**config.mk**
```make
export PLATFORM = sky130hd
export DESIGN_NAME = uart_pkt_deframer
export DESIGN_NICKNAME = d
export VERILOG_FILES = /design/src/rtl/uart_pkt_deframer_pkg.sv /design/src/rtl/uart_pkt_deframer_chk.sv /design/src/rtl/uart_pkt_deframer.sv
export SDC_FILE = /design/constraint.sdc
export NUM_CORES = 1
export LEC_CHECK = 0
export ABC_AREA = 1
export CAP_MARGIN = 20
export CORE_MARGIN = 2
export CORE_UTILIZATION = 57
export CTS_CLUSTER_SIZE = 30
export DETAILED_ROUTE_END_ITERATION = 16
export DONT_BUFFER_PORTS = 1
export PLACE_DENSITY = 0.81
export SYNTH_ARGS = -nofsm -noshare
export SYNTH_HDL_FRONTEND = slang
export SYNTH_SLANG_ARGS = --single-unit
```
**constraint.sdc**
```tcl
create_clock -name PCLK -period 1.7 [get_ports PCLK]
set_input_delay 0 -clock PCLK [delete_from_list [all_inputs] [get_ports PCLK]]
set_output_delay 0 -clock PCLK [all_outputs]
set_load 0.01 [all_outputs]
```
**src/rtl/uart_pkt_deframer_pkg.sv**
```systemverilog
// Shared types and constants for the UART packet deframer.
// CRC8_POLY is used only when UART_PKT_DEFRAMER_CRC8_EN is defined.
package uart_pkt_deframer_pkg;

    typedef enum logic [1:0] {
        IDLE,
        LEN,
        PAYLOAD,
        CHK
    } state_e;

    localparam logic [2:0] ERR_NONE = 3'd0;
    localparam logic [2:0] ERR_CHK  = 3'd1;
    localparam logic [2:0] ERR_LEN  = 3'd2;
    localparam logic [2:0] ERR_LINE = 3'd3;
    localparam logic [2:0] ERR_TMO  = 3'd4;

    localparam logic [7:0] SOF_DEFAULT = 8'hA5;
    localparam logic [7:0] CRC8_POLY   = 8'h07;

    // MSB-first CRC-8 over one byte, no reflection, no final XOR
    function automatic logic [7:0] crc8_byte(input logic [7:0] crc,
                                             input logic [7:0] data);
        logic [7:0] c;
        c = crc ^ data;
        for (int i = 0; i < 8; i++) begin
            c = c[7] ? ((c << 1) ^ CRC8_POLY) : (c << 1);
        end
        return c;
    endfunction

endpackage

```
**src/rtl/uart_pkt_deframer_chk.sv**
```systemverilog
// Payload check accumulator: 8-bit modular sum, or CRC-8 when
// UART_PKT_DEFRAMER_CRC8_EN is defined.
module uart_pkt_chk
    import uart_pkt_deframer_pkg::*;
(
    input  logic       clk_i,
    input  logic       rst_i,
    input  logic       clr_i,
    input  logic       en_i,
    input  logic [7:0] data_i,
    output logic [7:0] sum_o
);

    logic [7:0] acc_q;
    logic [7:0] acc_d;
    logic [7:0] nxt;

`ifdef UART_PKT_DEFRAMER_CRC8_EN
    assign nxt = crc8_byte(acc_q, data_i);
`else
    assign nxt = acc_q + data_i;
`endif

    always_comb begin
        acc_d = acc_q;
        if (clr_i) begin
            acc_d = '0;
        end else if (en_i) begin
            acc_d = nxt;
        end
    end

    always_ff @(posedge clk_i) begin
        if (rst_i) begin
            acc_q <= '0;
        end else begin
            acc_q <= acc_d;
        end
    end

    assign sum_o = acc_q;

endmodule

```
**src/rtl/uart_pkt_deframer.sv**
```systemverilog
// Assembles SOF/LEN/payload/CHK frames from a UART receive byte stream.
// Build option: UART_PKT_DEFRAMER_CRC8_EN selects CRC-8 over modular sum.
module uart_pkt_deframer
    import uart_pkt_deframer_pkg::*;
#(
    parameter logic [7:0] SOF_BYTE       = SOF_DEFAULT,
    parameter int         MAX_LEN        = 64,
    parameter int         TIMEOUT_CYCLES = 10000
) (
    input  logic       PCLK,
    input  logic       PRESET,
    input  logic [7:0] RX_DATA,
    input  logic       RX_VALID,
    input  logic       RX_ERR,
    input  logic       RX_OVERFLOW,
    output logic [7:0] PL_DATA,
    output logic       PL_VALID,
    output logic       PL_SOP,
    output logic       PL_EOP,
    output logic       PKT_DONE,
    output logic       PKT_OK,
    output logic [2:0] ERR_CODE,
    output logic       BUSY
);

    localparam int         TW       = $clog2(TIMEOUT_CYCLES + 1);
    localparam logic [TW-1:0] TMO_LOAD = TW'(TIMEOUT_CYCLES);
    localparam logic [7:0] MAX_LEN_B = 8'(MAX_LEN);

    state_e        state_q, state_d;
    logic [7:0]    rem_q, rem_d;
    logic [TW-1:0] tmo_q, tmo_d;
    logic          first_q, first_d;

    logic       acc_clr, acc_en;
    logic [7:0] acc;
    logic       ev_abort, ev_emit, ev_chk;
    logic [2:0] ev_code;

    logic [7:0] pl_data_q, pl_data_d;
    logic       pl_valid_q, pl_valid_d;
    logic       pl_sop_q, pl_sop_d;
    logic       pl_eop_q, pl_eop_d;
    logic       done_q, done_d;
    logic       ok_q, ok_d;
    logic [2:0] code_q, code_d;
    logic       busy_q, busy_d;

    uart_pkt_chk u_chk (
        .clk_i  (PCLK),
        .rst_i  (PRESET),
        .clr_i  (acc_clr),
        .en_i   (acc_en),
        .data_i (RX_DATA),
        .sum_o  (acc)
    );

    always_ff @(posedge PCLK) begin
        if (PRESET) begin
            state_q    <= IDLE;
            rem_q      <= '0;
            tmo_q      <= '0;
            first_q    <= 1'b0;
            pl_data_q  <= '0;
            pl_valid_q <= 1'b0;
            pl_sop_q   <= 1'b0;
            pl_eop_q   <= 1'b0;
            done_q     <= 1'b0;
            ok_q       <= 1'b0;
            code_q     <= ERR_NONE;
            busy_q     <= 1'b0;
        end else begin
            state_q    <= state_d;
            rem_q      <= rem_d;
            tmo_q      <= tmo_d;
            first_q    <= first_d;
            pl_data_q  <= pl_data_d;
            pl_valid_q <= pl_valid_d;
            pl_sop_q   <= pl_sop_d;
            pl_eop_q   <= pl_eop_d;
            done_q     <= done_d;
            ok_q       <= ok_d;
            code_q     <= code_d;
            busy_q     <= busy_d;
        end
    end

    // Precedence inside a frame: overflow, then byte, then timeout
    always_comb begin
        state_d  = state_q;
        rem_d    = rem_q;
        tmo_d    = tmo_q;
        first_d  = first_q;
        acc_clr  = 1'b0;
        acc_en   = 1'b0;
        ev_abort = 1'b0;
        ev_code  = ERR_NONE;
        ev_emit  = 1'b0;
        ev_chk   = 1'b0;
        if (state_q == IDLE) begin
            if (RX_VALID && !RX_ERR && RX_DATA == SOF_BYTE) begin
                state_d = LEN;
                acc_clr = 1'b1;
                tmo_d   = TMO_LOAD;
            end
        end else if (RX_OVERFLOW) begin
            ev_abort = 1'b1;
            ev_code  = ERR_LINE;
        end else if (RX_VALID) begin
            tmo_d = TMO_LOAD;
            unique case (state_q)
                LEN: begin
                    if (RX_ERR) begin
                        ev_abort = 1'b1;
                        ev_code  = ERR_LINE;
                    end else if (RX_DATA > MAX_LEN_B) begin
                        ev_abort = 1'b1;
                        ev_code  = ERR_LEN;
                    end else if (RX_DATA == 8'd0) begin
                        state_d = CHK;
                    end else begin
                        rem_d   = RX_DATA;
                        first_d = 1'b1;
                        state_d = PAYLOAD;
                    end
                end
                PAYLOAD: begin
                    if (RX_ERR) begin
                        ev_abort = 1'b1;
                        ev_code  = ERR_LINE;
                    end else begin
                        ev_emit = 1'b1;
                        acc_en  = 1'b1;
                        first_d = 1'b0;
                        rem_d   = rem_q - 8'd1;
                        if (rem_q == 8'd1) begin
                            state_d = CHK;
                        end
                    end
                end
                CHK: begin
                    ev_chk  = 1'b1;
                    state_d = IDLE;
                end
                default: ;
            endcase
        end else if (tmo_q <= TW'(1)) begin
            ev_abort = 1'b1;
            ev_code  = ERR_TMO;
        end else begin
            tmo_d = tmo_q - TW'(1);
        end
        if (ev_abort) begin
            state_d = IDLE;
        end
    end

    always_comb begin
        pl_valid_d = ev_emit;
        pl_data_d  = ev_emit ? RX_DATA : 8'd0;
        pl_sop_d   = ev_emit && first_q;
        pl_eop_d   = ev_emit && (rem_q == 8'd1);
        done_d     = ev_abort || ev_chk;
        ok_d       = 1'b0;
        code_d     = ERR_NONE;
        busy_d     = (state_d != IDLE);
        if (ev_abort) begin
            code_d = ev_code;
        end else if (ev_chk) begin
            if (RX_ERR) begin
                code_d = ERR_LINE;
            end else if (RX_DATA == acc) begin
                ok_d = 1'b1;
            end else begin
                code_d = ERR_CHK;
            end
        end
    end

    assign PL_DATA  = pl_data_q;
    assign PL_VALID = pl_valid_q;
    assign PL_SOP   = pl_sop_q;
    assign PL_EOP   = pl_eop_q;
    assign PKT_DONE = done_q;
    assign PKT_OK   = ok_q;
    assign ERR_CODE = code_q;
    assign BUSY     = busy_q;

endmodule
```
==> summary by stage <==
Worst setup path
The setup path with the least slack is of type reg2reg. The maximum fanout along the worst path is 4. The type of element capturing the critical path is a register. The worst setup path is launched from a register. For the worst setup path, the data arrival time is about 1.8 ns. The setup slack on the worst flop-to-flop path is ~0.06 ns. STA puts the critical path data required time at roughly 1.9 ns.

Cells and area
The area added between synthesis and finish is 20.8%. The net count of the finished layout is 480. Registers take ~1000 um2. The share of post-route cells with drive strength above 1 is 0.179. The final core utilization is 0.717. 0 antenna diodes ended up in the layout. Fill cells in the final layout number 363. The cell area after layout is between 3000 and 4000 um2. The count of cells in the finished layout, fillers not included, comes to between 500 and 600. In the final layout, the multi-input gates occupy 1670 um2.

Global routing
Global routing finished with a remaining overflow of 0. The global-route wire length before repair is between 10000 and 15000 um. The number of global-route vias before repair is 2409. The combined global-route utilization of all metal layers is 0.260.

Entering global routing, the biggest net connects 16 pins. The initial antenna violation count came to 0.

Die
The number of placement rows is 25. Measured along the y axis, the die boundary spans between 70 and 80 um. The die footprint is between 5000 and 6000 um2. The total area inside the core boundary comes to between 4000 and 5000 um2.

The x dimension of the die is roughly 74 um. For this configuration, the core starts out at a cell density of 0.594. The count of boundary I/O pins is 30.

Synthesis
The synthesized design contains 50 register bits. Of the synthesized area, sequential elements account for 0.354. The mapped netlist covers around 2800 um2. The count of yosys warnings during synthesis is 0. The average cell area after synthesis is roughly 6.8 um2. The most frequently used flop master after synthesis is sky130_fd_sc_hd__dfxtp_1. After synthesis, the share of flip-flops with an asynchronous set or reset is 0. The count of cell types in the netlist is 37.

The count of flip-flops with a built-in enable after synthesis is 0. The synthesized netlist net count is 445. In the synthesized netlist, the number of instances is 416.

Pwr
The internal portion of the total power is approximately 2 mW. For this design the ratio of total power to cell area is slightly below 800 nW/um2. Across the VDD grid, the largest voltage drop is roughly 0.59 mV. The standby leakage power is between 1.5 and 2 nW.

The combinational power share is 0.164. The switching power of the nets is around 0.7 mW. Of the total power, the clock network draws 0.386.

The share of total power dissipated in sequential elements is 0.450. The design draws roughly 2.7 mW. The switching share of power is 0.261.

Drt
In the final routed layout, each cell accounts on average for 13.9 um. The starting DRC count in detailed routing is around 270. The via count is between 2000 and 3000. The number of iterations in the first detailed-routing pass is 5. For this block, the routed nets add up to around 7200 um of wire.

In the routed layout, each cell is associated on average with a via count of roughly 5.5. The remaining design rule violation count is 0. The number of nets still failing antenna checks after routing is 0.

Timing
The measured slew at the worst slew-check pin is about 0.55 ns. The post-layout minimum cycle time is about 1.6 ns. Of the available clock period, the critical path in the final layout requires 0.964. Hold timing on the final database bottoms out at a slack of between 0.02 and 0.03 ns.

Measured against its own limit, the worst slew margin works out to 0.629. The achievable frequency is around 610 MHz. The number of pins exceeding their max-slew limit in the final report came to 0. Setup repair after global routing could not meet its margin everywhere.

The final worst clock skew is 0.0127 ns. Setup violations remaining at the end of the flow were counted as 0. The final-report hold violation count was 0.

Job
Across the run, the number of max-cap violations was 0.

Clock network
The worst-skew pair later-pin latency is 0.32 ns. The number of sinks on the clock net is 50. TritonCTS built the clock tree. CTS built an H-tree with a depth of 2. The master cell of the clock root buffer is sky130_fd_sc_hd__clkbuf_8. The maximum buffer depth of the clock tree is 2. Clock-pin slew was measured on the worst setup and hold paths at approximately 0.08 ns. The number of buffers added by the clock tree synthesis step is 5.

Placement
Port buffering added 0 buffers. The area after detailed placement is ~3000 um2. Counting tap cells, the placed design contains a total of 496 instances. The final HPWL from detailed placement is 4770 um. The global placement routability congestion is roughly 0.91.

Outcome
The flow ran to the end, and the final reports show no timing, DRC or antenna violations.

Worst hold path
The tightest min-delay check is of the in2reg type.
[repair_timing]
| item | in CTS | in global routing |
|---|---|---|
| hold endpoints to repair | 29 | 0 |
| buffers inserted | 0 | 2 |
| endpoints found under the setup margin | 12 | 47 |
| hold buffers | 12 | 0 |
| gates resized for setup | 7 | 34 |
| pin swaps | 1 | 7 |
| gates cloned | 0 | 1 |
[state kept, by name, summed over array words and instances, names as in the netlist]
register,count
BUSY,1
ERR_CODE,3
PKT_DONE,1
PKT_OK,1
PL_DATA,8
PL_EOP,1
PL_SOP,1
PL_VALID,1
first_q,1
rem_q,8
state_q,2
tmo_q,14
u_chk.sum_o,8
[through the flow]
| stage | setup TNS, ns | worst slack, ns |
|---|---|---|
| finish | 0 | 0.0616 |
| global route | -0.312 | -0.0564 |
| CTS | 0 | 0.00100 |
| detailed placement | -0.0423 | -0.0290 |
| global placement | 0 | 0.0392 |
| floorplan | 0 | 0.0394 |
[worst max-delay path: stages (launching register included)]
cell and delay (ns):
sky130_fd_sc_hd__dfxtp_2 0.34, sky130_fd_sc_hd__inv_1 0.08, sky130_fd_sc_hd__ha_2 0.19, sky130_fd_sc_hd__inv_2 0.06
sky130_fd_sc_hd__a21oi_1 0.14, sky130_fd_sc_hd__nand2_1 0.09, sky130_fd_sc_hd__nand2_1 0.11, sky130_fd_sc_hd__nand2_4 0.09
sky130_fd_sc_hd__buf_4 0.16, sky130_fd_sc_hd__nand2_1 0.08, sky130_fd_sc_hd__xor2_1 0.15, sky130_fd_sc_hd__nor2_1 0.05
[final cells by class]
cell class              instances  share of cell area
clock inverters                 2              0.0176
well taps                      67              0.0246
clock buffers                   6              0.0242
inverters                      54              0.0616
flip-flops and latches         50               0.294
repair buffers                 34              0.0869
multi-input cells             306               0.491
[cell usage after synthesis (all sizes together), types with 3 or more instances]
library cell   n  area share
nor4           3      0.0066
nand4         10       0.022
xor2           4       0.012
xnor2          4       0.012
nand3         24       0.046
nor2          68       0.096
inv           54       0.072
clkbuf         3      0.0040
ha            15       0.066
nor3           7       0.018
or2            7       0.016
o21ai         34       0.062
a21oi         29       0.053
dfxtp         50        0.35
nand2         94        0.13
buf            4       0.014
[per-layer routing]
| metal | part of all wire | GRT usage | wire [um] | vias to the layer above |
|---|---|---|---|---|
| met4 | 0.021 | 0.0913 | 152 | 0 |
| met3 | 0.061 | 0.0515 | 441 | 24 |
| met1 | 0.45 | 0.360 | 3200 | 1295 |
| met2 | 0.47 | 0.406 | 3400 | 124 |
| met5 | 0 | 0 | 0 | - |
| li1 | - | - | - | 1416 |
[power groups by stage]
stage / Clock [mW] / Combinational [mW] / Sequential [mW]
final: 1.04 / 0.443 / 1.21
after global placement: 0 / 0.356 / 1.24
after CTS: 1.05 / 0.402 / 1.21
after global routing: 1.09 / 0.489 / 1.22
after detailed placement: 0 / 0.364 / 1.24
after floorplan: 0 / 0.279 / 1.24
[cells in the final DEF, fill, tap and decap left out, drive strengths merged]
cell	netlist	routed
o21ai	34	34
clkbuf	3	6
dfxtp	50	50
nand2	94	95
buf	4	22
dlygate4sd3	0	12
nor3	7	7
a21oi	29	29
nand4	10	10
ha	15	15
fa	1	1
and3	1	1
inv	54	54
bufinv	0	2
nand3	24	24
nand3b	1	1
nor3b	1	1
o211ai	1	1
a31oi	1	1
xor2	4	4
nor2	68	68
nor4	3	3
xnor2	4	4
or2	7	7
[kinds of logic (layout without fill, tap and decap cells)]
group                    after synthesis  in the layout  synth area share
adder cells (fa/ha/maj)               16             16            0.0735
buffers and inverters                 61             96            0.0895
AND/OR/NAND/NOR                      216            217             0.339
AO/OA/AOI/OAI                         65             65             0.119
XOR/XNOR                               8              8            0.0248
flip-flops                            50             50             0.354
[path summary, 6_finish.rpt]
kind                  from          to  cells past startpoint
hold reg to reg    first_q      PL_SOP                      2
setup / recovery  tmo_q[0]    tmo_q[2]                     11
hold / removal      RX_ERR  state_q[1]                      5
setup reg to reg  tmo_q[0]    tmo_q[2]                     11
Note: power is estimated with default switching activity, not from simulation.
